## src/rtl/sync_fifo_flags_pkg.sv

```systemverilog
// Shared definitions for the sync FIFO family: read-mode encodings
// and pointer/count width helpers.
package sync_fifo_flags_pkg;

    localparam int FIFO_STD  = 0;
    localparam int FIFO_FWFT = 1;

    function automatic int idx_width(input int depth);
        return $clog2(depth);
    endfunction

    // One extra wrap bit distinguishes full from empty.
    function automatic int ptr_width(input int depth);
        return $clog2(depth) + 1;
    endfunction

    function automatic int cnt_width(input int depth);
        return $clog2(depth) + 1;
    endfunction

endpackage

```

## src/rtl/sync_fifo_mem.sv

```systemverilog
// FIFO storage array: one write port, and either a registered read
// port or a combinational head-of-queue read port.
module sync_fifo_mem
    import sync_fifo_flags_pkg::*;
#(
    parameter int DEPTH      = 8,
    parameter int DATA_WIDTH = 4,
    parameter int FWFT       = FIFO_STD,
    parameter int AW         = idx_width(DEPTH)
) (
    input  logic                  clk,
    input  logic                  rst,
    input  logic                  wr_en,
    input  logic [AW-1:0]         wr_addr,
    input  logic [DATA_WIDTH-1:0] wr_data,
    input  logic                  rd_en,
    input  logic [AW-1:0]         rd_addr,
    output logic [DATA_WIDTH-1:0] rd_data
);

    logic [DATA_WIDTH-1:0] mem [DEPTH];

    always_ff @(posedge clk) begin
        if (wr_en) begin
            mem[wr_addr] <= wr_data;
        end
    end

    generate
        if (FWFT == FIFO_FWFT) begin : g_fwft
            assign rd_data = mem[rd_addr];
        end else begin : g_std
            logic [DATA_WIDTH-1:0] rd_q;

            always_ff @(posedge clk) begin
                if (rst) begin
                    rd_q <= '0;
                end else if (rd_en) begin
                    rd_q <= mem[rd_addr];
                end
            end

            assign rd_data = rd_q;
        end
    endgenerate

endmodule

```

## src/rtl/sync_fifo_flags.sv

```systemverilog
// Single-clock FIFO with occupancy count, almost-full/empty thresholds,
// optional first-word-fall-through and overflow/underflow pulses.
module sync_fifo_flags
    import sync_fifo_flags_pkg::*;
#(
    parameter int DEPTH      = 8,
    parameter int DATA_WIDTH = 4,
    parameter int FWFT       = FIFO_STD,
    parameter int AF_THRESH  = 6,
    parameter int AE_THRESH  = 2
) (
    input  logic                        i_clk,
    input  logic                        i_rst,
    input  logic                        i_wr_en,
    input  logic [DATA_WIDTH-1:0]       i_wr_data,
    input  logic                        i_rd_en,
    output logic [DATA_WIDTH-1:0]       o_rd_data,
    output logic                        o_full,
    output logic                        o_empty,
    output logic                        o_almost_full,
    output logic                        o_almost_empty,
    output logic [$clog2(DEPTH):0]      o_count,
    output logic                        o_overflow,
    output logic                        o_underflow
);

    localparam int AW = idx_width(DEPTH);
    localparam int PW = ptr_width(DEPTH);
    localparam int CW = cnt_width(DEPTH);
    localparam logic [CW-1:0] AF = CW'(AF_THRESH);
    localparam logic [CW-1:0] AE = CW'(AE_THRESH);

    generate
        if (DEPTH < 2 || (DEPTH & (DEPTH - 1)) != 0 ||
            AE_THRESH >= AF_THRESH || AF_THRESH > DEPTH ||
            (FWFT != FIFO_STD && FWFT != FIFO_FWFT)) begin : g_bad_params
            $error("sync_fifo_flags: illegal parameter combination");
        end
    endgenerate

    logic [PW-1:0] wr_ptr;
    logic [PW-1:0] rd_ptr;
    logic [CW-1:0] count;
    logic          full;
    logic          empty;
    logic          wr_acc;
    logic          rd_acc;
    logic          overflow;
    logic          underflow;

    assign empty = (wr_ptr == rd_ptr);
    assign full  = (wr_ptr[AW] != rd_ptr[AW]) &&
                   (wr_ptr[AW-1:0] == rd_ptr[AW-1:0]);

    // Acceptance uses pre-edge flags, so a full FIFO never writes
    // through even when a read frees a slot in the same cycle.
    assign wr_acc = i_wr_en && !full && !i_rst;
    assign rd_acc = i_rd_en && !empty && !i_rst;

    always_ff @(posedge i_clk) begin
        if (i_rst) begin
            wr_ptr    <= '0;
            rd_ptr    <= '0;
            count     <= '0;
            overflow  <= 1'b0;
            underflow <= 1'b0;
        end else begin
            if (wr_acc) begin
                wr_ptr <= wr_ptr + PW'(1);
            end
            if (rd_acc) begin
                rd_ptr <= rd_ptr + PW'(1);
            end
            unique case ({wr_acc, rd_acc})
                2'b10:   count <= count + CW'(1);
                2'b01:   count <= count - CW'(1);
                default: count <= count;
            endcase
            overflow  <= i_wr_en && full;
            underflow <= i_rd_en && empty;
        end
    end

    sync_fifo_mem #(
        .DEPTH      (DEPTH),
        .DATA_WIDTH (DATA_WIDTH),
        .FWFT       (FWFT),
        .AW         (AW)
    ) u_mem (
        .clk     (i_clk),
        .rst     (i_rst),
        .wr_en   (wr_acc),
        .wr_addr (wr_ptr[AW-1:0]),
        .wr_data (i_wr_data),
        .rd_en   (rd_acc),
        .rd_addr (rd_ptr[AW-1:0]),
        .rd_data (o_rd_data)
    );

    assign o_full         = full;
    assign o_empty        = empty;
    assign o_almost_full  = (count >= AF);
    assign o_almost_empty = (count <= AE);
    assign o_count        = count;
    assign o_overflow     = overflow;
    assign o_underflow    = underflow;

endmodule

```

## config.mk

```make
export PLATFORM = sky130hd
export DESIGN_NAME = sync_fifo_flags
export DESIGN_NICKNAME = d
export VERILOG_FILES = /design/src/rtl/sync_fifo_flags_pkg.sv /design/src/rtl/sync_fifo_mem.sv /design/src/rtl/sync_fifo_flags.sv
export SDC_FILE = /design/constraint.sdc
export NUM_CORES = 1
export LEC_CHECK = 0
export ABC_CLOCK_PERIOD_IN_PS = 4250
export CORE_MARGIN = 4
export CORE_UTILIZATION = 45
export CTS_CLUSTER_DIAMETER = 100
export DETAILED_ROUTE_END_ITERATION = 10
export GPL_TIMING_DRIVEN = 0
export PLACE_DENSITY = 0.72
export SYNTH_ARGS = -nofsm -noshare
export SYNTH_HDL_FRONTEND = slang
export SYNTH_HIERARCHICAL = 1
export SYNTH_SLANG_ARGS = --single-unit
export TNS_END_PERCENT = 5
```

## constraint.sdc

```tcl
create_clock -name i_clk -period 4.25 [get_ports i_clk]
set_input_delay 0.85 -clock i_clk [delete_from_list [all_inputs] [get_ports i_clk]]
set_output_delay 0.85 -clock i_clk [all_outputs]
set_load 0.03 [all_outputs]
```

==> out/metrics.cfg, run 1 <==
[run_status]
outcome=complete, no violations

[place]
io_buffers=21
placed_cell_area_mm2=0.00250
gp_congestion=0.768
dp_hpwl_um=3020

[global_route]
grt_first_pass_wirelength_um=6910
track_usage_pct=14.7
antenna_found_initial=0
grt_overflow=0
grt_pass1_vias=1448
grt_start_max_net_pins=17

[routing]
final_antenna_net_count=0
detail_route.wl_per_cell_um=14.9
firstDrtPassIters=4
vias_per_cell=5.27
drtIter0Drc=56
num_vias=1392
wl_um=3930
drc=0

[sta]
period_share_pct=77.8
max_slew_margin_pct=56.4
hold_viol=0
fin_worst_skew_ps=4.10
tns_ps=0
slew_violations=0
worst_slew_pin_slew_ps=648
setup_viol=0
grt_setup_unrepaired=false
fin_crit_ps=3310
max_freq_mhz=302

[synthesis]
synth_seq_cells=50
async_reset_ff_share_pct=0
ys_types=33
syn_area_mm2=0.00220
synth-seq-area-share_pct=60.0
yosysMostFrequentCell=edfxtp_1
synthDominantCellAreaShare_pct=43.6
ys_warn_count=6
synth_commonest_cells=edfxtp_1, nor2_1, dfxtp_1, mux2i_1, xor2_1
avgSynthCellArea_um2=13.1
synth-edff-count=32
synth_top_area_cell=edfxtp_1
syn-num-nets=182
ys.flop_type=edfxtp_1
yosys-top-cells-area=edfxtp_1, dfxtp_1, mux2i_1
synth_cells=168

[power_and_ir_drop]
power_density_mw_per_mm2=428
leakagePower_nw=0.891
max-vdd-ir-drop_mv=0.154
p_total_mw=1.11

[cts]
cts_tree=built
clk_path_buf_depth=2
cts_hold_buf=0
clk_pin_slew_worst_paths_ps=90
post_cts_buffers=0
htree_levels=2
worstSkewPairLatency_ps=300
post_cts_resized=0
clockRootBuffer=clkbuf_8
numClockSinks=50
numCtsBuffers=5

[final_layout]
nNetsFinal=210
drive_above_1_share_pct=9.14
n_fill_cell=382
final_area_mm2=0.00259
diodes=0
area_growth_pct=17.4

[setup_path]
rrSetupSlack_ps=1210
path_class=in -> reg
cp-end-kind=flip-flop
critPathLaunchType=input pin
worstPathMaxFanout=10
cp_data_arrival_time_ps=3540
worstPathRequired_ps=4480

[die]
io_pins=22
dieArea_mm2=0.00608
row_count=25
die_h_um=78.0
core_mm2=0.00472
die_width_um=78.0
start_util_pct=46.6

[worst_hold_path]
hold_class=reg -> reg

[run]
cap_violations=0

## critical path, stage by stage
cell	delay (ps)
clkdlybuf4s50_1	690
clkbuf_1	380
nor2_1	150
ha_1	250
ha_1	330
a21oi_1	180
a21oi_1	100
or4_1	460
a21oi_1	140
## per-layer routing
layer  GRT usage (%)  share of wire, %  up-vias
met1            18.4                44      671
met3            4.18               4.4       13
met5               0                 0        -
li1                -                 -      673
met4            5.94               2.4        0
met2            23.9                49       35
## power by group
group	leakage, nW	switching, mW	internal [mW]
sequential	0.436	0.0258	0.538
combinational	0.412	0.149	0.128
clock	0.0441	0.151	0.116
## registers in the layout, indices dropped and copies added (netlist names)
signal         flops
u_mem/rd_data      4
o_underflow        1
o_overflow         1
wr_ptr             4
rd_ptr             4
o_count            4
u_mem/mem         32
## area by class of cell
| type | instances | area, um^2 | share of cell area (%) |
|---|---|---|---|
| Clock buffer | 5 | 68.8 | 2.66 |
| Tap cell | 67 | 83.8 | 3.24 |
| Multi-Input combinational cell | 106 | 812 | 31.4 |
| Inverter | 7 | 26.3 | 1.02 |
| Clock inverter | 3 | 21.3 | 0.822 |
| Timing Repair Buffer | 21 | 210 | 8.12 |
| Sequential cell | 50 | 1320 | 51.1 |
| Buffer | 5 | 43.8 | 1.69 |
## worst paths after layout
| check | start | end | cells after the start |
|---|---|---|---|
| worst max-delay path | i_rst | o_count[3] | 9 |
| worst min-delay path | u_mem/rd_data[1] | u_mem/rd_data[1] | 2 |
| worst max register to register | rd_ptr[1] | o_count[3] | 9 |
| worst min register to register | u_mem/rd_data[1] | u_mem/rd_data[1] | 2 |
## logic make-up (layout without fill, tap and decap cells)
kind of cell	count (synthesis)	after routing	share of synthesized area, %
AO/OA/AOI/OAI	20	20	6.98
buffers and inverters	12	41	3.18
flip-flops	50	50	60.0
XOR/XNOR	9	9	3.58
multiplexers	22	22	12.3
adder cells (fa/ha/maj)	6	6	3.75
AND/OR/NAND/NOR	49	49	10.3
## placed cells by master, fill, tap and decap left out, types with 4 or more instances in the layout
cell             Yosys  routed
inv_1                7       7
nor2_1              25      25
mux2i_1             18      18
edfxtp_1            32      32
a211oi_1             5       5
clkbuf_8             0       5
or3_1                5       5
nand2_1              6       6
ha_1                 5       5
a21oi_1              7       7
clkdlybuf4s50_1      0      21
dfxtp_1             18      18
xor2_1               8       8
mux4_2               4       4
## through the flow
step	instances	utilization [%]	hold slack (ps)	setup slack (ps)
after CTS	264	54.8	488	926
after global routing	264	54.8	514	729
final	264	54.8	485	942
after global placement	256	52.9	475	655
after floorplan	168	-	492	1530
after detailed placement	256	52.9	476	613
(Power assumes the default switching activity.)
==> run 2, diff against run 1 <==
- ABC_CLOCK_PERIOD_IN_PS: 4250 -> 3250
- clock period: 4.25 -> 3.25 ns (I/O delays scaled with it)
==> run 2 against run 1 <==
  * First-iteration DRC count rose by 23%
  * Worst setup slack worse by 740 ps
  * Die area stayed put
  * Wire length is 0.33% higher
  * Highest routed layer unchanged
  * Clock-buffer cell count unchanged
  * Cell area up 0.53%
  * Worst hold slack unchanged
  * Register-to-register slack worse by 930 ps
  * Combinational power rose by 33%
==> out/metrics.cfg, run 2 (synthesis gave the netlist of run 1 again) <==
[cts]
cts_hold_buf=0  ; unchanged
clockRootBuffer=clkbuf_8
htree_levels=2  ; unchanged
numClockSinks=50  ; unchanged
post_cts_buffers=0  ; unchanged
numCtsBuffers=5  ; unchanged
worstSkewPairLatency_ps=300  ; about the same
clk_path_buf_depth=2  ; unchanged
cts_tree=built
clk_pin_slew_worst_paths_ps=90  ; about the same

[final_layout]
register_area_mm2=0.00132  ; about the same
n_fill_cell=382  ; unchanged
final_util_pct=55.1  ; +0.29 points
diodes=0  ; unchanged
area_growth_pct=18.1
largest_register_ffs=32  ; unchanged
final_common_cell=edfxtp_1
multiInputGateArea_um2=823  ; +1.4%
layout_common_cells=edfxtp_1, nor2_1, clkdlybuf4s50_1
drive_above_1_share_pct=10.2  ; +1.0 points
nNetsFinal=210  ; unchanged
regMostFlops=u_mem/mem

[die]
io_pins=22  ; unchanged
die_h_um=78.0  ; unchanged
row_count=25  ; unchanged
die_width_um=78.0  ; unchanged
start_util_pct=46.6  ; unchanged
dieArea_mm2=0.00608  ; unchanged
core_mm2=0.00472  ; unchanged

[global_route]
antenna_found_initial=0  ; unchanged
grt_first_pass_wirelength_um=6910  ; unchanged
grt_overflow=0  ; unchanged
track_usage_pct=14.7  ; unchanged
grt_pass1_vias=1448  ; unchanged
grt_start_max_net_pins=17  ; unchanged

[setup_path]
crit_slowest_cell=clkdlybuf4s50_1
worstPathRequired_ps=2600  ; -1880 ps
cp_data_arrival_time_ps=2400  ; -1140 ps
cp-end-kind=primary output
critPathLaunchType=flip-flop
cpPeakStageDelay_ps=680  ; about the same
path_class=reg -> out
crit_chain=xor2_1 -> or3_1 -> buf_2 -> nor2_1 -> clkdlybuf4s50_1
worstPathMaxFanout=8  ; -2

[routing]
num_vias=1398  ; +0.43%
firstDrtPassIters=4  ; unchanged
met2_length_um=1950  ; +0.52%
wl_um=3950  ; +0.33%
drc=0  ; unchanged
vias_per_cell=5.30  ; +0.43%
top_layer=met4
final_antenna_net_count=0  ; unchanged
detail_route.wl_per_cell_um=14.9  ; +0.33%
drtIter0Drc=69  ; +23%
m1WireLength_um=1750  ; +1.4%
wl_met3_um=152  ; -12%

[power_and_ir_drop]
max-vdd-ir-drop_mv=0.202  ; +31%
power_density_mw_per_mm2=559  ; +31%
p_total_mw=1.45  ; +31%
leakagePower_nw=0.898  ; +0.75%

[sta]
fin_crit_ps=3050
slew_violations=0  ; unchanged
hold_viol=0  ; unchanged
max_slew_margin_pct=56.5  ; +0.092 points
period_share_pct=93.8
setup_viol=0  ; unchanged
grt_setup_unrepaired=false
max_freq_mhz=328
fin_worst_skew_ps=3.56  ; -0.546 ps
worst_slew_pin_slew_ps=647  ; -1.37 ps
holdWs_ps=485  ; unchanged

[place]
dp_hpwl_um=3020  ; unchanged
gp_congestion=0.768  ; unchanged
io_buffers=21  ; unchanged

[worst_hold_path]
hold_class=reg -> reg

[run_status]
outcome=complete, no violations

[run]
cap_violations=0  ; unchanged

-- run 2: cell counts in the layout (fill, tap and decap cells not counted) --
Identical to the previous run, type by type.
-- run 2: repair_timing --
item                                    in CTS  in global routing
endpoints found under the setup margin       0                  1
gates resized for setup                      0                  4
hold endpoints to repair                     0                  0
-- run 2: where the power goes --
part / total [mW] / internal (mW) / leakage (nW) / switching (mW)
Clock: 0.348 / 0.151 / 0.0441 / 0.197
Sequential: 0.738 / 0.704 / 0.436 / 0.0338
Combinational: 0.369 / 0.170 / 0.418 / 0.199
-- run 2: layout make-up --
| cell class | instances | share of cell area [%] |
|---|---|---|
| clock inverter | 3 | 0.818 |
| timing repair buffer | 21 | 8.08 |
| clock buffer | 5 | 2.65 |
| inverter | 7 | 1.01 |
| buffer | 5 | 1.73 |
| tap | 67 | 3.22 |
| multi-input combinational | 106 | 31.6 |
| sequential | 50 | 50.8 |
-- run 2: worst max-delay path: cells and delay by family (launching register included) --
kind,cells,cell delay [ps]
xor+xnor,1,230
flops,1,530
simple gates,2,510
buf+inv,2,840
-- run 2: path summary, 6_finish.rpt --
check | start | to | slack, ps | cells past startpoint
max | rd_ptr[2] | o_full | 200 | 5
min | u_mem/rd_data[1] | u_mem/rd_data[1] | 490 | 2
max reg2reg | rd_ptr[2] | o_count[3] | 280 | 9
min reg2reg | u_mem/rd_data[1] | u_mem/rd_data[1] | 490 | 2
-- run 2: per-stage QoR --
step / instances / setup WS (ps) / instance area [um^2] / TNS (ps)
finish: 264 / 203 / 2600 / 0
global route: 264 / 61.9 / 2600 / 0
CTS: 264 / 126 / 2590 / 0
detailed placement: 256 / -187 / 2500 / -187
global placement: 256 / -145 / 2500 / -145
floorplan: 168 / 532 / 2200 / 0
-- run 2: routing by layer --
metal	vias up	track usage, %
li1	673	-
met1	679	18.4
met2	33	23.9
met3	13	4.18
met4	0	5.94
met5	-	0
==> run 3, diff against run 2 <==
- CTS_CLUSTER_SIZE: not set -> 10
==> results of run 3 <==
Same layout as run 2: the final DEF is identical, and so are final timing and power.
